<file path="config.mk">
export PLATFORM = sky130hd
export DESIGN_NAME = ps2_op_scheduler
export DESIGN_NICKNAME = d
export VERILOG_FILES = /design/src/rtl/ps2_op_pkg.sv /design/src/rtl/op_fifo.sv /design/src/rtl/ps2_op_scheduler.sv
export SDC_FILE = /design/constraint.sdc
export NUM_CORES = 1
export LEC_CHECK = 0
export CELL_PAD_IN_SITES_DETAIL_PLACEMENT = 0
export CELL_PAD_IN_SITES_GLOBAL_PLACEMENT = 2
export CORE_UTILIZATION = 44
export DETAILED_ROUTE_END_ITERATION = 10
export DONT_BUFFER_PORTS = 1
export HOLD_SLACK_MARGIN = 0.15
export PLACE_DENSITY = 0.84
export SYNTH_ARGS = -nofsm -noshare
export SYNTH_HDL_FRONTEND = slang
export SYNTH_SLANG_ARGS = --single-unit
</file>
<file path="constraint.sdc">
create_clock -name clk -period 3.5 [get_ports clk]
set_input_delay 0.35 -clock clk [delete_from_list [all_inputs] [get_ports clk]]
set_output_delay 0.35 -clock clk [all_outputs]
set_load 0.01 [all_outputs]
</file>
<file path="src/rtl/ps2_op_pkg.sv">
// Shared constants for the PS/2 operation scheduler: op codes, scancodes,
// decoder state encoding and the make-code lookup tables.
package ps2_op_pkg;

    localparam int NUM_OPS = 12;

    localparam logic [3:0] OP_NOP        = 4'd0;
    localparam logic [3:0] OP_UP         = 4'd1;
    localparam logic [3:0] OP_DOWN       = 4'd2;
    localparam logic [3:0] OP_LEFT       = 4'd3;
    localparam logic [3:0] OP_RIGHT      = 4'd4;
    localparam logic [3:0] OP_TOGGLE     = 4'd5;
    localparam logic [3:0] OP_RUN_PAUSE  = 4'd6;
    localparam logic [3:0] OP_STEP       = 4'd7;
    localparam logic [3:0] OP_CLEAR      = 4'd8;
    localparam logic [3:0] OP_RANDOM     = 4'd9;
    localparam logic [3:0] OP_SPEED_UP   = 4'd10;
    localparam logic [3:0] OP_SPEED_DOWN = 4'd11;

    localparam logic [7:0] SC_E0 = 8'hE0;
    localparam logic [7:0] SC_F0 = 8'hF0;
    localparam logic [7:0] SC_E1 = 8'hE1;

    localparam logic [7:0] SC_UP         = 8'h1D;
    localparam logic [7:0] SC_DOWN       = 8'h1B;
    localparam logic [7:0] SC_LEFT       = 8'h1C;
    localparam logic [7:0] SC_RIGHT      = 8'h23;
    localparam logic [7:0] SC_TOGGLE     = 8'h29;
    localparam logic [7:0] SC_RUN_PAUSE  = 8'h5A;
    localparam logic [7:0] SC_STEP       = 8'h31;
    localparam logic [7:0] SC_CLEAR      = 8'h21;
    localparam logic [7:0] SC_RANDOM     = 8'h2D;
    localparam logic [7:0] SC_SPEED_UP   = 8'h55;
    localparam logic [7:0] SC_SPEED_DOWN = 8'h4E;

    localparam logic [7:0] SC_X_UP    = 8'h75;
    localparam logic [7:0] SC_X_DOWN  = 8'h72;
    localparam logic [7:0] SC_X_LEFT  = 8'h6B;
    localparam logic [7:0] SC_X_RIGHT = 8'h74;

    typedef enum logic [1:0] {
        ST_IDLE    = 2'd0,
        ST_EXT     = 2'd1,
        ST_BRK     = 2'd2,
        ST_EXT_BRK = 2'd3
    } dec_state_e;

    function automatic logic [3:0] map_plain(input logic [7:0] code);
        case (code)
            SC_UP:         return OP_UP;
            SC_DOWN:       return OP_DOWN;
            SC_LEFT:       return OP_LEFT;
            SC_RIGHT:      return OP_RIGHT;
            SC_TOGGLE:     return OP_TOGGLE;
            SC_RUN_PAUSE:  return OP_RUN_PAUSE;
            SC_STEP:       return OP_STEP;
            SC_CLEAR:      return OP_CLEAR;
            SC_RANDOM:     return OP_RANDOM;
            SC_SPEED_UP:   return OP_SPEED_UP;
            SC_SPEED_DOWN: return OP_SPEED_DOWN;
            default:       return OP_NOP;
        endcase
    endfunction

    function automatic logic [3:0] map_ext(input logic [7:0] code);
        case (code)
            SC_X_UP:    return OP_UP;
            SC_X_DOWN:  return OP_DOWN;
            SC_X_LEFT:  return OP_LEFT;
            SC_X_RIGHT: return OP_RIGHT;
            default:    return OP_NOP;
        endcase
    endfunction

endpackage

</file>
<file path="src/rtl/op_fifo.sv">
// Shallow synchronous FIFO whose head entry and valid flag are registered,
// so the consumer sees a stable op until it is popped.
module op_fifo #(
    parameter int DEPTH = 4,
    parameter int W     = 4
) (
    input  logic         clk,
    input  logic         rst,
    input  logic         push_i,
    input  logic [W-1:0] din_i,
    input  logic         pop_i,
    output logic [W-1:0] head_o,
    output logic         valid_o,
    output logic         full_o
);
    localparam int AW = $clog2(DEPTH);
    localparam int CW = AW + 1;
    localparam logic [CW-1:0] FULL_CNT = CW'(DEPTH);

    logic [W-1:0]  mem_q [DEPTH];
    logic [AW-1:0] wr_ptr_q, wr_ptr_d;
    logic [AW-1:0] rd_ptr_q, rd_ptr_d;
    logic [CW-1:0] count_q, count_d;
    logic [CW-1:0] remain;
    logic [W-1:0]  head_q, head_d;
    logic          valid_q, valid_d;
    logic          push_en, pop_en;

    assign full_o  = (count_q == FULL_CNT);
    assign pop_en  = pop_i && valid_q;
    assign push_en = push_i && (!full_o || pop_en);
    assign head_o  = head_q;
    assign valid_o = valid_q;

    always_comb begin
        wr_ptr_d = wr_ptr_q + AW'(push_en);
        rd_ptr_d = rd_ptr_q + AW'(pop_en);
        remain   = count_q - CW'(pop_en);
        count_d  = remain + CW'(push_en);
        valid_d  = (count_d != '0);
        // An entry written this edge can only become head if nothing older survives.
        if (remain == '0) begin
            head_d = push_en ? din_i : '0;
        end else begin
            head_d = mem_q[rd_ptr_d];
        end
    end

    always_ff @(posedge clk) begin
        if (push_en) begin
            mem_q[wr_ptr_q] <= din_i;
        end
    end

    always_ff @(posedge clk) begin
        if (rst) begin
            wr_ptr_q <= '0;
            rd_ptr_q <= '0;
            count_q  <= '0;
            head_q   <= '0;
            valid_q  <= 1'b0;
        end else begin
            wr_ptr_q <= wr_ptr_d;
            rd_ptr_q <= rd_ptr_d;
            count_q  <= count_d;
            head_q   <= head_d;
            valid_q  <= valid_d;
        end
    end

endmodule

</file>
<file path="src/rtl/ps2_op_scheduler.sv">
// Decodes PS/2 set-2 scancodes into game op codes and queues them for the engine.
// Define PS2_TYPEMATIC_FILTER_EN to suppress typematic repeats of held keys.
module ps2_op_scheduler
    import ps2_op_pkg::*;
#(
    parameter int DEPTH       = 4,
    parameter int TIMEOUT_CYC = 100000
) (
    input  logic       clk,
    input  logic       rst,
    input  logic [7:0] key_data,
    input  logic       key_valid,
    output logic [3:0] op,
    output logic       op_valid,
    input  logic       op_ready,
    output logic       overflow,
    output logic       busy
);
    localparam int TW = $clog2(TIMEOUT_CYC) + 1;
    // Last count value before the abandon threshold is reached.
    localparam logic [TW-1:0] TO_HIT = TW'(TIMEOUT_CYC - 2);

    dec_state_e    state_q, state_d;
    logic [TW-1:0] timer_q, timer_d;
    logic          overflow_q, overflow_d;
    logic [3:0]    plain_op, ext_op;
    logic          make_req, brk_req;
    logic [3:0]    make_op, brk_op;
    logic          make_ok;
    logic          push_req;
    logic          fifo_full;
    logic          pop_now;

    assign plain_op = map_plain(key_data);
    assign ext_op   = map_ext(key_data);

    always_comb begin
        state_d  = state_q;
        timer_d  = '0;
        make_req = 1'b0;
        make_op  = OP_NOP;
        brk_req  = 1'b0;
        brk_op   = OP_NOP;
        if (key_valid) begin
            case (state_q)
                ST_IDLE: begin
                    if (key_data == SC_E0) begin
                        state_d = ST_EXT;
                    end else if (key_data == SC_F0) begin
                        state_d = ST_BRK;
                    end else if (plain_op != OP_NOP) begin
                        make_req = 1'b1;
                        make_op  = plain_op;
                    end
                end
                ST_EXT: begin
                    if (key_data == SC_F0) begin
                        state_d = ST_EXT_BRK;
                    end else begin
                        state_d = ST_IDLE;
                        if (ext_op != OP_NOP) begin
                            make_req = 1'b1;
                            make_op  = ext_op;
                        end
                    end
                end
                ST_BRK: begin
                    state_d = ST_IDLE;
                    brk_req = (plain_op != OP_NOP);
                    brk_op  = plain_op;
                end
                ST_EXT_BRK: begin
                    state_d = ST_IDLE;
                    brk_req = (ext_op != OP_NOP);
                    brk_op  = ext_op;
                end
                default: state_d = ST_IDLE;
            endcase
        end else if (state_q != ST_IDLE) begin
            if (timer_q == TO_HIT) begin
                state_d = ST_IDLE;
            end else begin
                timer_d = timer_q + 1'b1;
            end
        end
    end

`ifdef PS2_TYPEMATIC_FILTER_EN
    logic [NUM_OPS-1:0] held_q;

    // A held key keeps its bit set until its break code arrives.
    for (genvar gi = 0; gi < NUM_OPS; gi++) begin : g_held
        always_ff @(posedge clk) begin
            if (rst) begin
                held_q[gi] <= 1'b0;
            end else if (make_req && make_op == 4'(gi)) begin
                held_q[gi] <= 1'b1;
            end else if (brk_req && brk_op == 4'(gi)) begin
                held_q[gi] <= 1'b0;
            end
        end
    end

    assign make_ok = !held_q[make_op];
`else
    logic unused_brk;
    assign unused_brk = ^{brk_req, brk_op};
    assign make_ok    = 1'b1;
`endif

    assign push_req   = make_req && make_ok;
    assign pop_now    = op_valid && op_ready;
    assign overflow_d = overflow_q | (push_req && fifo_full && !pop_now);

    always_ff @(posedge clk) begin
        if (rst) begin
            state_q    <= ST_IDLE;
            timer_q    <= '0;
            overflow_q <= 1'b0;
        end else begin
            state_q    <= state_d;
            timer_q    <= timer_d;
            overflow_q <= overflow_d;
        end
    end

    op_fifo #(
        .DEPTH (DEPTH),
        .W     (4)
    ) u_fifo (
        .clk     (clk),
        .rst     (rst),
        .push_i  (push_req),
        .din_i   (make_op),
        .pop_i   (op_ready),
        .head_o  (op),
        .valid_o (op_valid),
        .full_o  (fifo_full)
    );

    assign overflow = overflow_q;
    assign busy     = (state_q != ST_IDLE);

endmodule

</file>
==> results.yml <==
final_layout:
  register_area_sq_mm: 0.001141
  num_antenna_cells: 0
  drive_gt1_share_pct: 11.29
  fillers: 540
  syn2layout_area_growth_pct: 4.937
  multi_input_area_sq_mm: 0.001303
  nets: 267
synth:
  yosysTopAreaCellShare_pct: 25.81
  synth_edf_count: 16
  synthAdderAreaFrac_pct: 3.910
  ys_ff_latch: 49
  yosysSeqAreaShare_pct: 44.57
  yosys.area.top_type: "dfxtp_1"
  synth_xor_area_share_pct: 7.527
  synth-compound-area-share_pct: 10.75
  syn_nets: 267
  yosysWarnings: 0
  ys_async_sr_fraction_pct: 0
  yosys-top-cells-area: "dfxtp_1 26%, edfxtp_1 19%, nor2_1 5.3%"
  netlist_instances: 247
  netlist_area_sq_mm: 0.002560
  synth_top_family_by_area: "simple AND/OR/NAND/NOR gates"
  synthFlopType: "dfxtp_1"
  synth_area_per_cell_sq_um: 10.36
  synth_cell_types: 57
  synth.area.mux_share_pct: 3.910
  synthSimpleGateAreaFrac_pct: 24.78
global_route:
  grt_pass1_vias: 1701
  grt_pass1_wl_mm: 8.204
  grt_max_degree: 19
  grt_use_total_pct: 17.32
  grt_antenna_before_repair: 0
  overflow: 0
clock_tree:
  cts-root-buf: "clkbuf_8"
  cts_resized: 0
  cts_setup_buffers: 0
  clk_pin_slew_ns: 0.09
  tritoncts: "done"
  htree_levels: 2
  cts_buffers: 5
  insertion_delay_ns: 0.30
  clockBufferDepth: 2
  clock-sinks: 49
status:
  status: "complete, no violations"
floorplanning:
  rows: 27
  pin_count: 19
  die_w_um: 78.28
  die_area_sq_mm: 0.006127
  start_util_pct: 46.21
  die_h_um: 78.28
  core_area_sq_mm: 0.005540
run:
  max_cap_violations: 0
pwr:
  p_seq_share_pct: 52.5
  p_per_area_mw_per_mm2: 460.1
  p_switching_uw: 320.7
  combPwrFrac_pct: 18.3
  switching_share_pct: 25.95
  peakVddDrop_v: 0.0002547
  p_int_uw: 915.3
  clock_power_share_pct: 29.2
  power.leakage_uw: 0.0009155
setup_path:
  worstSetupEndpointType: "register"
  start_kind: "register"
  critical_path_class: "register to register"
  cp_max_fo: 6
  crit_buf_inv: 0
  arrival_ns: 2.31
  slowest_stage: "nor3_1"
  critical_path.top_delay_family: "simple AND/OR/NAND/NOR gates"
  crit_path_max_incr_delay_ns: 0.48
  crit_path_cell_trace: "or2_2 -> a31oi_1 -> nand2_1 -> a31oi_4 -> o21ai_2 -> nor3_1"
  cp.required_ns: 3.44
routing:
  drc: 0
  drt_iter0_drc: 71
  drtPass1Iterations: 5
  post_drt_wl_per_cell_um: 15.03
  ant_nets: 0
  wl_mm: 4.810
  num_vias: 1724
  viasPerCell: 5.388
timing:
  fin_hold_ws_ns: 0.2394
  tightest_slew_ns: 0.7113
  setup_violations: 0
  hold_violations: 0
  period_minus_slack_ns: 2.363
  drv_slew: 0
  setup_tns_ns: 0
  max_freq_mhz: 423.2
  fin_skew_ns: 0.01061
  timing.final.crit_share_pct: 67.51
  rsz0062_at_grt: "false"
  maxSlewHeadroom_pct: 52.44
  setup_ws_ns: 1.137
placed_design:
  hpwlAfterDp_mm: 3.477
  pre_cts_ws_ns: 1.031
  gp_congestion: 0.7670
  io_buffer_count: 0
worst_hold_path:
  min_path_type: "input pin to register"
==> state kept, by name, indices dropped and copies added, names as in the netlist <==
signal / flops
overflow: 1
u_fifo.count_q: 3
u_fifo.wr_ptr_q: 2
u_fifo.rd_ptr_q: 2
state_q: 2
u_fifo.mem_q: 16
u_fifo.head_o: 4
u_fifo.valid_o: 1
timer_q: 18
==> what timing repair did <==
| action | 4_1_cts | 5_1_grt |
|---|---|---|
| setup endpoints to repair | 0 | 0 |
| endpoints found under the hold margin | 12 | 0 |
| hold buffers | 1 | 0 |
==> area by class of cell <==
| cell class | instances | share of cell area, % |
|---|---|---|
| clock buffer | 7 | 3.633 |
| multi-input combinational | 179 | 48.49 |
| timing repair buffer | 1 | 0.3726 |
| inverter | 11 | 1.537 |
| clock inverter | 1 | 0.1397 |
| sequential | 49 | 42.48 |
| tap | 72 | 3.354 |
==> worst paths after layout <==
kind	start	endpoint	slack (ns)	depth (start not counted)
max	state_q[1]	u_fifo.mem_q[1][0]	1.14	6
max reg2reg	state_q[1]	u_fifo.mem_q[1][0]	1.14	6
min reg2reg	timer_q[0]	timer_q[0]	0.49	1
min	key_data[4]	state_q[0]	0.24	2
==> metrics by stage <==
step | power, uW | instance area [sq um] | cells | util [%]
floorplan | 860.5 | 2560 | 247 | -
global placement | 888.1 | 2575 | 311 | 46.48
detailed placement | 890.4 | 2575 | 311 | 46.48
CTS | 1253 | 2686 | 320 | 48.49
global route | 1312 | 2686 | 320 | 48.49
finish | 1236 | 2686 | 320 | 48.49
==> power groups by stage <==
| stage | registers, uW | clock network (uW) | logic, uW |
|---|---|---|---|
| after floorplan | 660 | 0 | 201 |
| after global placement | 663 | 0 | 225 |
| after detailed placement | 664 | 0 | 226 |
| after CTS | 651 | 372 | 231 |
| after global routing | 654 | 399 | 259 |
| final | 649 | 361 | 226 |
==> cells in the final DEF (no fill, tap or decap), types with 2 or more instances in the layout <==
cell       count
xnor2_1        8
or3b_1         2
mux4_2         4
dfxtp_1       33
and3_2         2
inv_1         11
nand4bb_1      2
nand4_1        5
nor4_1         2
a31oi_4        2
nor3_1         5
xor2_1        14
a41oi_1        2
nand2b_1       5
or4b_1         2
ha_1           8
nand3b_1       3
or2b_1         2
o21ai_2        2
nor2b_1        9
edfxtp_1      16
and3_1         5
nand3_1        8
a21oi_1        9
clkbuf_8       5
nand2_1       11
o31ai_2        3
nor2_1        36
o21ai_0        4
==> synth_stat cells (all sizes together) (2+ instances only) <==
cell / count
nor3: 6
nor2: 36
nand3b: 3
nand4bb: 2
xor2: 14
nand2: 11
a31oi: 3
ha: 8
dfxtp: 33
edfxtp: 16
inv: 11
mux4: 4
or4b: 3
buf: 6
and4: 2
and3: 7
nor4: 2
nor2b: 9
o21ai: 6
clkbuf: 2
xnor2: 8
nand2b: 6
nand3: 8
or3b: 2
o31ai: 3
or2b: 2
a21oi: 9
a41oi: 2
nand4: 5
==> routing by layer <==
metal | GRT usage [%] | wire (um) | up-vias
met5 | 0 | 0 | -
met4 | 5.000 | 60 | 0
met3 | 4.419 | 191 | 6
met2 | 28.07 | 2204 | 22
met1 | 22.75 | 2353 | 812
li1 | - | - | 884
==> kinds of logic after synthesis <==
family	after synthesis
buf+inv	19
flops	49
fa+ha+maj	8
xor+xnor	22
simple gates	112
mux	5
compound gates	32
Power figures use the tool's default switching activity.
